$ cat config.mk
export PLATFORM = sky130hd
export DESIGN_NAME = tt_light_monitor
export DESIGN_NICKNAME = d
export VERILOG_FILES = /design/src/rtl/tt_light_mon_pkg.sv /design/src/rtl/tt_light_dwell.sv /design/src/rtl/tt_light_monitor.sv
export SDC_FILE = /design/constraint.sdc
export NUM_CORES = 1
export LEC_CHECK = 0
export CORE_ASPECT_RATIO = 0.5
export CORE_MARGIN = 3
export CORE_UTILIZATION = 33
export CTS_BUF_LIST = sky130_fd_sc_hd__clkbuf_8
export CTS_CLUSTER_DIAMETER = 150
export DETAILED_ROUTE_END_ITERATION = 6
export GPL_ROUTABILITY_DRIVEN = 0
export GPL_TIMING_DRIVEN = 1
export PLACE_DENSITY = 0.52
export SYNTH_ARGS = -nofsm -noshare
export SYNTH_HDL_FRONTEND = slang
export SYNTH_HIERARCHICAL = 1
export SYNTH_SLANG_ARGS = --single-unit
export TNS_END_PERCENT = 20
$ cat constraint.sdc
create_clock -name clk -period 3 [get_ports clk]
set_input_delay 0.3 -clock clk [delete_from_list [all_inputs] [get_ports clk]]
set_output_delay 0.3 -clock clk [all_outputs]
set_load 0.05 [all_outputs]
$ cat src/rtl/tt_light_mon_pkg.sv
// -----------------------------------------------------------------------------
// tt_light_mon_pkg
// Shared definitions for the traffic-light output monitor: light bit
// positions, one-hot light constants, violation codes, decoded phases and
// small helper functions used by tt_light_dwell and tt_light_monitor.
// Optional feature macro used by the importing files: TT_LIGHT_MON_DWELL_EN.
// -----------------------------------------------------------------------------
package tt_light_mon_pkg;

    // Light vector layout {R,Y,G}
    localparam int LIGHT_W = 3;
    localparam int R_BIT   = 2;
    localparam int Y_BIT   = 1;
    localparam int G_BIT   = 0;

    localparam logic [LIGHT_W-1:0] LIGHT_RED    = 3'b100;
    localparam logic [LIGHT_W-1:0] LIGHT_YELLOW = 3'b010;
    localparam logic [LIGHT_W-1:0] LIGHT_GREEN  = 3'b001;

    // Violation counter
    localparam int                  VIOL_CNT_W   = 8;
    localparam logic [VIOL_CNT_W-1:0] VIOL_CNT_MAX = '1;

    // Violation codes, lowest value has highest priority
    typedef enum logic [2:0] {
        ERR_NONE     = 3'd0,
        ERR_ENCODING = 3'd1,
        ERR_CONFLICT = 3'd2,
        ERR_SEQUENCE = 3'd3,
        ERR_DWELL    = 3'd4
    } err_code_e;

    // Decoded intersection phase
    typedef enum logic [1:0] {
        PHASE_ALL_RED = 2'd0,
        PHASE_NS_GO   = 2'd1,
        PHASE_EW_GO   = 2'd2,
        PHASE_INVALID = 2'd3
    } phase_e;

    // True when exactly one lamp of a direction is lit
    function automatic logic is_one_hot(input logic [LIGHT_W-1:0] l);
        return (l == LIGHT_RED) || (l == LIGHT_YELLOW) || (l == LIGHT_GREEN);
    endfunction

    // True for the three allowed colour changes G->Y, Y->R, R->G
    function automatic logic is_legal_step(input logic [LIGHT_W-1:0] prev_l,
                                           input logic [LIGHT_W-1:0] cur_l);
        return ((prev_l == LIGHT_GREEN)  && (cur_l == LIGHT_YELLOW)) ||
               ((prev_l == LIGHT_YELLOW) && (cur_l == LIGHT_RED))    ||
               ((prev_l == LIGHT_RED)    && (cur_l == LIGHT_GREEN));
    endfunction

    // A direction "goes" when it shows green or yellow
    function automatic logic is_go(input logic [LIGHT_W-1:0] l);
        return (l == LIGHT_GREEN) || (l == LIGHT_YELLOW);
    endfunction

    function automatic phase_e decode_phase(input logic [LIGHT_W-1:0] ns_l,
                                            input logic [LIGHT_W-1:0] ew_l);
        phase_e ph;
        ph = PHASE_INVALID;
        if ((ns_l == LIGHT_RED) && (ew_l == LIGHT_RED)) begin
            ph = PHASE_ALL_RED;
        end else if (is_go(ns_l) && (ew_l == LIGHT_RED)) begin
            ph = PHASE_NS_GO;
        end else if (is_go(ew_l) && (ns_l == LIGHT_RED)) begin
            ph = PHASE_EW_GO;
        end
        return ph;
    endfunction

endpackage

$ cat src/rtl/tt_light_dwell.sv
// -----------------------------------------------------------------------------
// tt_light_dwell
// Per-direction tracker: holds the current and previous sampled colour,
// counts how long the current colour has been shown and reports sequence
// and dwell violations for that direction.
// Dwell counter and dwell check exist only when TT_LIGHT_MON_DWELL_EN is
// defined; otherwise dwell_viol_o is tied low.
//
// Ports
//   clk, rst_n    clock, asynchronous active-low reset
//   en_i          enabled cycle: sample light_i, advance dwell counter
//   tick_i        dwell tick (qualified by en_i)
//   valid_i       prev holds a real sample; gates both violation outputs
//   light_i       raw {R,Y,G} lights for this direction
//   cur_o         registered current colour
//   seq_viol_o    colour change outside G->Y, Y->R, R->G
//   dwell_viol_o  left G or Y before the minimum dwell
// -----------------------------------------------------------------------------
module tt_light_dwell
    import tt_light_mon_pkg::*;
#(
    parameter int MIN_GREEN  = 4,
    parameter int MIN_YELLOW = 2,
    parameter int DWELL_W    = 8
) (
    input  logic               clk,
    input  logic               rst_n,
    input  logic               en_i,
    input  logic               tick_i,
    input  logic               valid_i,
    input  logic [LIGHT_W-1:0] light_i,
    output logic [LIGHT_W-1:0] cur_o,
    output logic               seq_viol_o,
    output logic               dwell_viol_o
);

    logic [LIGHT_W-1:0] cur_q;
    logic [LIGHT_W-1:0] prev_q;
    logic               changed;

    // NOTE: sequential state uses non-blocking assignments so every register
    // samples the pre-edge value of its neighbours (prev_q gets the old cur_q).
    always_ff @(posedge clk or negedge rst_n) begin
        if (!rst_n) begin
            cur_q  <= LIGHT_RED;
            prev_q <= LIGHT_RED;
        end else if (en_i) begin
            prev_q <= cur_q;
            cur_q  <= light_i;
        end
    end

    assign changed    = (cur_q != prev_q);
    assign cur_o      = cur_q;
    assign seq_viol_o = valid_i && changed && !is_legal_step(prev_q, cur_q);

`ifdef TT_LIGHT_MON_DWELL_EN
    localparam logic [DWELL_W-1:0] DWELL_MAX = '1;
    localparam logic [DWELL_W-1:0] MIN_G     = DWELL_W'(MIN_GREEN);
    localparam logic [DWELL_W-1:0] MIN_Y     = DWELL_W'(MIN_YELLOW);

    logic [DWELL_W-1:0] dwell_q;
    logic [DWELL_W-1:0] dwell_d;

    // The counter clears one edge after the change becomes visible in
    // cur/prev, so during the change cycle dwell_q still holds the time
    // spent in the colour being left, which is what the check needs.
    // NOTE: dwell_d gets a default before any branch so no latch is inferred.
    always_comb begin
        dwell_d = dwell_q;
        if (changed) begin
            dwell_d = '0;
        end else if (tick_i && (dwell_q != DWELL_MAX)) begin
            dwell_d = dwell_q + 1'b1;
        end
    end

    always_ff @(posedge clk or negedge rst_n) begin
        if (!rst_n) begin
            dwell_q <= '0;
        end else if (en_i) begin
            dwell_q <= dwell_d;
        end
    end

    assign dwell_viol_o = valid_i && changed &&
                          (((prev_q == LIGHT_GREEN)  && (dwell_q < MIN_G)) ||
                           ((prev_q == LIGHT_YELLOW) && (dwell_q < MIN_Y)));
`else
    // Dwell checking not built: the tick and dwell limits have no effect.
    logic unused_dwell_cfg;
    assign unused_dwell_cfg = ^{tick_i, 32'(MIN_GREEN), 32'(MIN_YELLOW), 32'(DWELL_W)};
    assign dwell_viol_o     = 1'b0;
`endif

endmodule

$ cat src/rtl/tt_light_monitor.sv
// -----------------------------------------------------------------------------
// tt_light_monitor
// Checker for the traffic-light controller output. Registers both
// directions' {R,Y,G} lights, decodes the phase and flags, in priority
// order: 1 bad encoding, 2 conflicting go, 3 illegal colour sequence,
// 4 too-short dwell. Keeps a sticky error, the most recent code and a
// saturating violation count.
// Optional feature: TT_LIGHT_MON_DWELL_EN builds the tick prescaler, dwell
// counters and code-4 check; without it CLK_DIV/MIN_*/DWELL_W are unused.
//
// Ports
//   clk, rst_n   clock, asynchronous active-low reset
//   ena          enable; low freezes every register (clr ignored too)
//   ns_light     north-south lights {R,Y,G}
//   ew_light     east-west lights {R,Y,G}
//   clr          synchronous clear of err/err_code/viol_cnt
//   err          sticky error flag
//   err_code     code of most recent violation (0 none)
//   viol_cnt     violation count, saturating at 255
//   phase        0 ALL_RED, 1 NS_GO, 2 EW_GO, 3 INVALID
// -----------------------------------------------------------------------------
module tt_light_monitor
    import tt_light_mon_pkg::*;
#(
    parameter int CLK_DIV    = 1,
    parameter int MIN_GREEN  = 4,
    parameter int MIN_YELLOW = 2,
    parameter int DWELL_W    = 8
) (
    input  logic                  clk,
    input  logic                  rst_n,
    input  logic                  ena,
    input  logic [LIGHT_W-1:0]    ns_light,
    input  logic [LIGHT_W-1:0]    ew_light,
    input  logic                  clr,
    output logic                  err,
    output logic [2:0]            err_code,
    output logic [VIOL_CNT_W-1:0] viol_cnt,
    output logic [1:0]            phase
);

    // -------------------------------------------------------------------------
    // Dwell tick
    // -------------------------------------------------------------------------
    logic tick;

`ifdef TT_LIGHT_MON_DWELL_EN
    localparam int                 PRESC_W    = (CLK_DIV > 1) ? $clog2(CLK_DIV) : 1;
    localparam logic [PRESC_W-1:0] PRESC_LAST = PRESC_W'(CLK_DIV - 1);

    logic [PRESC_W-1:0] presc_q;
    logic [PRESC_W-1:0] presc_d;

    // Tick on the enabled cycle where the prescaler wraps; CLK_DIV=1 ticks
    // every enabled cycle.
    assign tick    = (presc_q == PRESC_LAST);
    assign presc_d = tick ? '0 : presc_q + 1'b1;

    always_ff @(posedge clk or negedge rst_n) begin
        if (!rst_n) begin
            presc_q <= '0;
        end else if (ena) begin
            presc_q <= presc_d;
        end
    end
`else
    logic unused_clk_div;
    assign unused_clk_div = ^32'(CLK_DIV);
    assign tick           = 1'b0;
`endif

    // -------------------------------------------------------------------------
    // Sample-valid pipeline: sampled_q marks cur as real, valid_q marks prev
    // as real, so the first sample after reset only establishes history.
    // -------------------------------------------------------------------------
    logic sampled_q;
    logic valid_q;

    // -------------------------------------------------------------------------
    // Per-direction trackers
    // -------------------------------------------------------------------------
    logic [LIGHT_W-1:0] ns_cur;
    logic [LIGHT_W-1:0] ew_cur;
    logic               ns_seq_viol;
    logic               ew_seq_viol;
    logic               ns_dwell_viol;
    logic               ew_dwell_viol;

    tt_light_dwell #(
        .MIN_GREEN  (MIN_GREEN),
        .MIN_YELLOW (MIN_YELLOW),
        .DWELL_W    (DWELL_W)
    ) u_ns_dwell (
        .clk          (clk),
        .rst_n        (rst_n),
        .en_i         (ena),
        .tick_i       (tick),
        .valid_i      (valid_q),
        .light_i      (ns_light),
        .cur_o        (ns_cur),
        .seq_viol_o   (ns_seq_viol),
        .dwell_viol_o (ns_dwell_viol)
    );

    tt_light_dwell #(
        .MIN_GREEN  (MIN_GREEN),
        .MIN_YELLOW (MIN_YELLOW),
        .DWELL_W    (DWELL_W)
    ) u_ew_dwell (
        .clk          (clk),
        .rst_n        (rst_n),
        .en_i         (ena),
        .tick_i       (tick),
        .valid_i      (valid_q),
        .light_i      (ew_light),
        .cur_o        (ew_cur),
        .seq_viol_o   (ew_seq_viol),
        .dwell_viol_o (ew_dwell_viol)
    );

    // -------------------------------------------------------------------------
    // Violation detection on the registered sample, one code per cycle
    // -------------------------------------------------------------------------
    err_code_e viol_code;

    always_comb begin
        viol_code = ERR_NONE;
        if (!is_one_hot(ns_cur) || !is_one_hot(ew_cur)) begin
            viol_code = ERR_ENCODING;
        end else if ((ns_cur != LIGHT_RED) && (ew_cur != LIGHT_RED)) begin
            viol_code = ERR_CONFLICT;
        end else if (ns_seq_viol || ew_seq_viol) begin
            viol_code = ERR_SEQUENCE;
        end else if (ns_dwell_viol || ew_dwell_viol) begin
            viol_code = ERR_DWELL;
        end
    end

    // -------------------------------------------------------------------------
    // Status registers
    // -------------------------------------------------------------------------
    logic                  err_q;
    logic                  err_d;
    err_code_e             err_code_q;
    err_code_e             err_code_d;
    logic [VIOL_CNT_W-1:0] viol_cnt_q;
    logic [VIOL_CNT_W-1:0] viol_cnt_d;
    phase_e                phase_q;
    phase_e                phase_d;

    // Clear is applied first so a violation in the same cycle survives it
    // and restarts the count at 1.
    always_comb begin
        err_d      = err_q;
        err_code_d = err_code_q;
        viol_cnt_d = viol_cnt_q;
        phase_d    = decode_phase(ns_cur, ew_cur);
        if (clr) begin
            err_d      = 1'b0;
            err_code_d = ERR_NONE;
            viol_cnt_d = '0;
        end
        if (viol_code != ERR_NONE) begin
            err_d      = 1'b1;
            err_code_d = viol_code;
            if (viol_cnt_d != VIOL_CNT_MAX) begin
                viol_cnt_d = viol_cnt_d + 1'b1;
            end
        end
    end

    always_ff @(posedge clk or negedge rst_n) begin
        if (!rst_n) begin
            sampled_q  <= 1'b0;
            valid_q    <= 1'b0;
            err_q      <= 1'b0;
            err_code_q <= ERR_NONE;
            viol_cnt_q <= '0;
            phase_q    <= PHASE_ALL_RED;
        end else if (ena) begin
            sampled_q  <= 1'b1;
            valid_q    <= sampled_q;
            err_q      <= err_d;
            err_code_q <= err_code_d;
            viol_cnt_q <= viol_cnt_d;
            phase_q    <= phase_d;
        end
    end

    assign err      = err_q;
    assign err_code = err_code_q;
    assign viol_cnt = viol_cnt_q;
    assign phase    = phase_q;

endmodule

# Word-level counts from Yosys, hierarchy flattened
# Index checks and enable logic that the tools add are counted.
totals:
  input_bits: 10
  regBits: 28
  elab_cells: 74
  out_inout_bits: 14
op_classes:
  n_eq_ne: 17
  reduce_logical: 33
  add_sub_neg: 1
  mux: 13
ops:
  columns: ["op", "count"]
  rows:
  - ["$mux 8", 3]
  - ["$logic_and 1x1->1", 14]
  - ["$eq 3x1->1 const B", 4]
  - ["$eq 3x2->1 const B", 4]
  - ["$eq 3x3->1 const B", 4]
  - ["$logic_or 1x1->1", 12]
  - ["$mux 3", 3]
  - ["$add 8x1->8 const B", 1]
  - ["$mux 2", 4]
  - ["$ne 8x8->1 const B", 1]
  - ["$ne 3x3->1", 2]
  - ["$ne 3x3->1 const B", 2]
  - ["$logic_not 1->1", 4]
  - ["$mux 1", 3]
  - ["$reduce_bool 3->1", 1]
  - ["$reduce_and 2->1", 1]
  - ["$reduce_bool 2->1", 1]

# Longest topological paths before layout
# Gate-level depths: netlist of the first run.
logic_depth:
  depth_word: 13
  depth_mapped: 9
  ltp_nobuf: 9

# Hierarchy
# Netlist of the first run, hierarchy kept.
by_module_without_submodules:
  columns: ["module", "cells_per_inst", "area_per_inst_um2", "seq_area_each_um2", "instances"]
  rows:
  - ["tt_light_monitor", 112, 982.2, 400.4, 1]
  - ["tt_light_dwell", 26, 321.6, 152.6, 2]

# Least setup slack after synthesis of the first run
# No wires, ideal clock.
synth_path:
  path_kind: "register to register"
  startpoint: "register u_ns_dwell.cur_q[0], in the netlist u_ns_dwell/cur_o[0]"
  endpoint: "register viol_cnt_q[0], in the netlist viol_cnt[0]"
  t_required_ns: 2.862
  arrival_time_ns: 2.246
  n_path_buf: 0
  path_slack_ns: 0.616
  setup_time_ns: 0.138
  stages_incl_launch_ff: 9
  period_less_slack_ns: 2.384
  cell_sequence: "dfrtp_1 -> nor4_1 -> nand3_1 -> and4_1 -> nor4_1 -> or4b_4 -> nand2_4 -> mux2i_1 -> o221ai_1"
synth_between:
  elab_chain_cells: 12
  elab_cells_between_ends: 24
  classes_between: "eq/ne: 5; mux: 4; reduce/logical: 15"
synth_lines:
  columns: ["element", "line_no", "source"]
  rows:
  - ["from (decl)", "tt_light_dwell.sv:37", "logic [LIGHT_W-1:0] cur_q;"]
  - ["from (signal assigned)", "tt_light_dwell.sv:49", "cur_q <= light_i;"]
  - ["$eq 3x2->1 / $eq 3x3->1 (equally long branches)", "tt_light_mon_pkg.sv:49, tt_light_mon_pkg.sv:50", null]
  - ["$logic_and 1x1->1, on equally long branches", "tt_light_mon_pkg.sv:49, tt_light_mon_pkg.sv:50", null]
  - ["$logic_or 1x1->1", "tt_light_mon_pkg.sv:49", "return ((prev_l == LIGHT_GREEN) && (cur_l == LIGHT_YELLOW)) ||"]
  - ["$logic_or 1x1->1", "tt_light_mon_pkg.sv:50", "((prev_l == LIGHT_YELLOW) && (cur_l == LIGHT_RED)) ||"]
  - ["$logic_not 1->1", "tt_light_dwell.sv:55", "assign seq_viol_o = valid_i && changed && !is_legal_step(prev_q, cur_q);"]
  - ["$logic_and 1x1->1 *", "tt_light_dwell.sv:55", null]
  - ["named net ns_seq_viol", "tt_light_monitor.sv:84", "logic ns_seq_viol;"]
  - ["$logic_or 1x1->1 *", "tt_light_monitor.sv:132", "end else if (ns_seq_viol || ew_seq_viol) begin"]
  - ["$mux 2 *", "tt_light_monitor.sv:132", null]
  - ["$mux 2 *", "tt_light_monitor.sv:130", "end else if ((ns_cur != LIGHT_RED) && (ew_cur != LIGHT_RED)) begin"]
  - ["$mux 3 *", "tt_light_monitor.sv:128", "if (!is_one_hot(ns_cur) || !is_one_hot(ew_cur)) begin"]
  - ["$reduce_bool 3->1 *", "tt_light_monitor.sv:163", "if (viol_code != ERR_NONE) begin"]
  - ["$mux 8 *", "tt_light_monitor.sv:163", null]
  - ["to (signal assigned)", "tt_light_monitor.sv:185", "viol_cnt_q <= viol_cnt_d;"]
  - ["to (decl)", "tt_light_monitor.sv:146", "logic [VIOL_CNT_W-1:0] viol_cnt_q;"]
# The timed path passes the listed nets; every way through them passes the cells marked *.
# A chain may end at the register's enable or synchronous reset.

# Worst setup path after layout of the first run
# Ends and elaborated chain as after synthesis.

==> flow_summary.ini, run 1 <==
[status]
outcome = completed

[routing]
routed_wirelength_um = 3350
wire_per_inst_um = 13.2
drc = 0
antenna_left = 0
drt-pass1-iter-count = 4
drt_first_iter_violations = 28
viasPerCell = 5.16
vias = 1306

[placed_design]
port_buffers = 23
dp_hpwl_um = 2380

[clocking]
cts_hold_buf = 0
clockBufferDepth = 2
root_buffer = clkbuf_8
cts_tree = done
h-tree-depth = 1
cts_buffers = 3
post_cts_buffers = 0
insertion_delay_ps = 270
clk_pin_slew_worst_paths_ps = 100
cts-resized-gates = 0
cts.sink_count = 28

[die]
start_util_pct = 35.5
die_w_um = 105
die_y_um = 55.6
ioPinCount = 24
core_mm2 = 0.00457
die-area_mm2 = 0.00584
placementRows = 17

[global_routing]
grt_max_degree = 37
antenna_found_initial = 0
grtUsageTotal_pct = 11.7
grt_pass1_wl_um = 5740
gr-total-overflow = 0
grt_pass1_vias = 1200

[hold_path]
hold_path.class = in -> async

[timing]
max_freq_mhz = 384
rsz0062_at_grt = false
finClkSkew_ps = 4.26
slew-limit-headroom_pct = 66.6
finalSetupViolCount = 0
drv_slew = 0
fin_crit_ps = 2600
hold_viol_final = 0
finalCritPeriodShare_pct = 86.8
max_slew.worst_pin.slew_ps = 500
setup_tns_ps = 0

[worst_setup_path]
path_class = reg -> reg
crit_arrival_ps = 2760
setup.worst_path.start = u_ns_dwell/cur_o[0]$_DFFE_PN0P_
r2r_end = viol_cnt[0]$_DFFE_PN0P_
cp_max_fo = 12
worstReg2RegStart = u_ns_dwell/cur_o[0]$_DFFE_PN0P_
end_kind = register
rrSetupSlack_ps = 400
cp-start-kind = register
r2r_cells = 8
cp.required_ps = 3150

[power_and_ir_drop]
powerDensity_mw_per_mm2 = 540
power.leakage_nw = 0.766
max-vdd-ir-drop_mv = 0.185

[yosys]
yosys_warnings = 6
synth.avg_cell_area_um2 = 9.95
netlist_area_mm2 = 0.00162
syn_nets = 174
syn_inst = 163

[finish]
regArea_um2 = 706
layout-drive-gt1-share_pct = 13.4
fin_nets = 199
final_cell_mix = dfrtp_1 (24), clkdlybuf4s50_1 (23), o21ai_0 (13), nand2_1 (13), nor2_1 (10)
final.fill_count = 448
multiInputGateArea_um2 = 865
fin_util_pct = 43.7
antenna_cells = 0
mostFrequentLayoutCell = dfrtp_1
area_growth_pct = 23.3

[flow_run]
drv_cap = 0
==> layer usage <==
layer  GRT usage, %  vias to the layer above  routed length [um]  part of all wire, %
li1               -                      647                   -                    -
met1           17.1                      636                1760                   52
met2           17.6                       21                1430                   43
met3           3.15                        2                 140                  4.2
met4           1.68                        0                  19                 0.57
met5              0                        -                   0                    0
==> power breakdown <==
group          total [mW]  internal, mW  switching (mW)
Sequential          0.489         0.425          0.0639
Clock               0.297         0.179           0.119
Combinational       0.294         0.127           0.167
==> cell type report <==
type | count | area share, %
Clock buffer | 3 | 2.07
Inverter | 4 | 0.751
Clock inverter | 1 | 1.50
Timing Repair Buffer | 27 | 13.0
Tap cell | 66 | 4.13
Sequential cell | 28 | 35.3
Multi-Input combinational cell | 124 | 43.2
==> registers in the layout, summed over array words and instances (netlist names) <==
| signal | count |
|---|---|
| err | 1 |
| err_code | 3 |
| phase | 2 |
| sampled_q | 1 |
| u_ew_dwell/cur_o | 3 |
| u_ew_dwell/prev_q | 3 |
| u_ns_dwell/cur_o | 3 |
| u_ns_dwell/prev_q | 3 |
| valid_q | 1 |
| viol_cnt | 8 |
==> how the worst max path moves through the flow <==
stage	slack, ps	endpoint	cells past startpoint
finish	400	viol_cnt[0]$_DFFE_PN0P_	8
global route	150	viol_cnt[0]$_DFFE_PN0P_	8
CTS	410	viol_cnt[0]$_DFFE_PN0P_	8
detailed placement	450	viol_cnt[0]$_DFFE_PN0P_	8
global placement	460	viol_cnt[0]$_DFFE_PN0P_	8
floorplan	620	viol_cnt[0]$_DFFE_PN0P_	8
==> metrics by stage <==
step                      cell area [um2]  power, mW  std cells  setup slack [ps]  hold WS (ps)
after CTS                            2000       1.10        253               414           398
final                                2000       1.08        253               395           385
after detailed placement             1930      0.793        249               448           450
after floorplan                      1620      0.688        163               616          4.41
after global routing                 2000       1.14        253               153           421
after global placement               1930      0.788        249               465           449
==> worst max-delay path, cell delays in order, from the launching register on <==
cell	delay, ps
dfrtp_1	520
nor4_1	320
nand3_1	100
and4_1	230
nor4_1	320
or4b_4	550
nand2_4	130
mux2i_1	190
o221ai_1	120
Note: power is estimated with default switching activity, not from simulation.
==> run 2, diff against run 1 <==
--- a/config.mk
+++ b/config.mk
@@ -16,6 +16,5 @@
 export PLACE_DENSITY = 0.52
 export SYNTH_ARGS = -nofsm -noshare
 export SYNTH_HDL_FRONTEND = slang
-export SYNTH_HIERARCHICAL = 1
 export SYNTH_SLANG_ARGS = --single-unit
 export TNS_END_PERCENT = 20
==> run 2 against run 1 <==
  * Cell area shrank 8.0%
  * Clock power shrank 32%
  * Critical path depth shrank 1
  * Largest cell class unchanged
  * Global-route usage grew 0.55 points
  * Register-to-register slack gained 530 ps
  * Critical endpoint is now viol_cnt[4]$_DFFE_PN0P_
  * Clock skew shrank 1.5 ps
  * Synthesized cell count shrank 6.7%
  * Worst setup slack gained 530 ps
  * Sequential power shrank 4.7%
==> flow_summary.ini, run 2 <==
[global_routing]
antenna_found_initial = 0
grt_pass1_vias = 1145
grtUsageTotal_pct = 12.3
grt_max_degree = 28
gr-total-overflow = 0
grt_pass1_wl_um = 5390

[power_and_ir_drop]
netSwitchingFraction_pct = 33.9
power_frac_seq_pct = 50.0
intPower_mw = 0.616
p_clk_share_pct = 21.7
powerDensity_mw_per_mm2 = 506
pwr-share-comb_pct = 28.2
switchingPower_mw = 0.315
power.leakage_nw = 0.708
max-vdd-ir-drop_mv = 0.183

[worst_setup_path]
rrSetupSlack_ps = 920
r2r_cells = 7
crit_slowest_cell = dfstp_2
path_class = reg -> reg
cp_max_fo = 9
critPathMaxStageDelay_ps = 630
crit_arrival_ps = 2210
path_cells = nor3b_2 > nand3_1 > nand4_1 > nand3_2 > or2_0 > a32oi_1 > a41oi_1
cp.required_ps = 3130
cp-start-kind = register
end_kind = register

[finish]
layout-drive-gt1-share_pct = 19.3
regArea_um2 = 681
finish.instance_area_mm2 = 0.00184
multiInputGateArea_um2 = 777
fin_nets = 183
final.fill_count = 412
largest_register_ffs = 8
fin_util_pct = 44.0
area_growth_pct = 19.1
final_cell_mix = dfrtp_1 (23), clkdlybuf4s50_1 (22), mux2_2 (13), nor2_1 (13), nand2_1 (11)
antenna_cells = 0
mostFrequentLayoutCell = dfrtp_1

[yosys]
ys_top_cells_by_count = dfrtp_1 (23), mux2_2 (13), nor2_1 (13)
ys_seq_area_share_pct = 44.1
synth.most_common_cell = dfrtp_1
syn_nets = 163
synth-edff-count = 0
ys.flop_type = dfrtp_1
synth.avg_cell_area_um2 = 10.2
synth.top_cell.area_share_pct = 37.3
synthTopCellsByArea = dfrtp_1 (37%), mux2_2 (9.5%), dfstp_2 (6.8%)
netlist_area_mm2 = 0.00154
syn_inst = 152
synth_area_leader_cell = dfrtp_1
yosys_warnings = 0
async_reset_ff_share_pct = 100
ys_seq_elements = 27
synth.distinct_cells = 48

[timing]
slew-limit-headroom_pct = 66.3
hold_viol_final = 0
rsz0062_at_grt = false
worst_slack_ps = 922
finClkSkew_ps = 2.73
max_freq_mhz = 481
drv_slew = 0
finalSetupViolCount = 0
setup_tns_ps = 0
max_slew.worst_pin.slew_ps = 504
fin_crit_ps = 2080
finalCritPeriodShare_pct = 69.3

[die]
die-area_mm2 = 0.00559
core_mm2 = 0.00418
start_util_pct = 36.9
die_y_um = 54.4
ioPinCount = 24
placementRows = 16
die_w_um = 103

[routing]
routed_wirelength_um = 3110
drt_first_iter_violations = 34
wire_per_inst_um = 13.8
viasPerCell = 5.25
vias = 1182
drc = 0
drt-pass1-iter-count = 4
antenna_left = 0

[placed_design]
placed_area_mm2 = 0.00179
pre_cts_ws_ps = 744
port_buffers = 22
dp_hpwl_um = 2270

[status]
outcome = completed

[clocking]
cts.sink_count = 27
post_cts_buffers = 0
clk_pin_slew_worst_paths_ps = 90
clockBufferDepth = 2
h-tree-depth = 1
cts-resized-gates = 0
insertion_delay_ps = 270
cts_buffers = 3
root_buffer = clkbuf_8
cts_tree = done
cts_hold_buf = 0

[flow_run]
drv_cap = 0

[hold_path]
hold_path.class = in -> async
==> run 2: cell types whose count changed in the layout (fill, tap and decap cells not counted), sizes merged, moves of 3 or more <==
| cell | before | now |
|---|---|---|
| nand2 | 14 | 11 |
| nor2 | 10 | 14 |
| and3 | 3 | 0 |
| o21ai | 15 | 8 |
| o221ai | 3 | 0 |
==> run 2: power by group through the flow <==
| stage | sequential, mW | clock, mW | combinational (mW) |
|---|---|---|---|
| 5_1_grt | 0.476 | 0.229 | 0.287 |
| 2_1_floorplan | 0.510 | 0 | 0.149 |
| 6_report | 0.466 | 0.202 | 0.263 |
| 4_1_cts | 0.466 | 0.213 | 0.267 |
| 3_5_place_dp | 0.473 | 0 | 0.265 |
| 3_3_place_gp | 0.473 | 0 | 0.264 |
==> run 2: layer usage <==
layer | part of all wire, % | vias up | global-route usage (%)
met5 | 0 | - | 0
met4 | 0.61 | 0 | 1.29
met3 | 3.0 | 2 | 3.44
met2 | 43 | 14 | 19.9
met1 | 53 | 579 | 17.1
li1 | - | 587 | -
==> run 2: logic make-up after synthesis <==
group	count (synthesis)	synth area share (%)
AOI/OAI and AO/OA	27	12.7
DFF	27	44.1
buffers and inverters	16	5.59
adders and majority gates	1	0.810
xor gates and xnor gates	8	4.54
other	1	0.243
muxes	14	10.1
and+or+nand+nor	58	21.9
==> run 2: critical path, delay by kind of cell, from the launching register on <==
family	cells	cell delay, ps
DFF	1	630
and+or+nand+nor	5	1000
AOI/OAI and AO/OA	2	310
==> run 2: path summary, 6_finish.rpt <==
check	to	start
worst max-delay path	viol_cnt[4]$_DFFE_PN0P_	u_ns_dwell.cur_o[2]$_DFFE_PN1P_
worst min-delay path	viol_cnt[6]$_DFFE_PN0P_	rst_n
worst max register to register	viol_cnt[4]$_DFFE_PN0P_	u_ns_dwell.cur_o[2]$_DFFE_PN1P_
worst min register to register	sampled_q$_DFFE_PN0P_	sampled_q$_DFFE_PN0P_
max in group asynchronous	u_ns_dwell.cur_o[2]$_DFFE_PN1P_	rst_n
min in group clk	sampled_q$_DFFE_PN0P_	sampled_q$_DFFE_PN0P_
==> run 2: cell type report <==
cell class | instances | area share, %
Tap cell | 54 | 3.67
Clock buffer | 3 | 2.24
Timing Repair Buffer | 26 | 13.6
Multi-Input combinational cell | 109 | 42.2
Clock inverter | 1 | 0.204
Sequential cell | 27 | 37.0
Inverter | 5 | 1.02
==> run 2: stage by stage <==
stage	total power, mW	hold WS [ps]	std cells
final	0.931	390	225
after floorplan	0.658	4.41	152
after global routing	0.992	428	225
after CTS	0.946	402	225
after detailed placement	0.738	445	221
after global placement	0.737	447	221
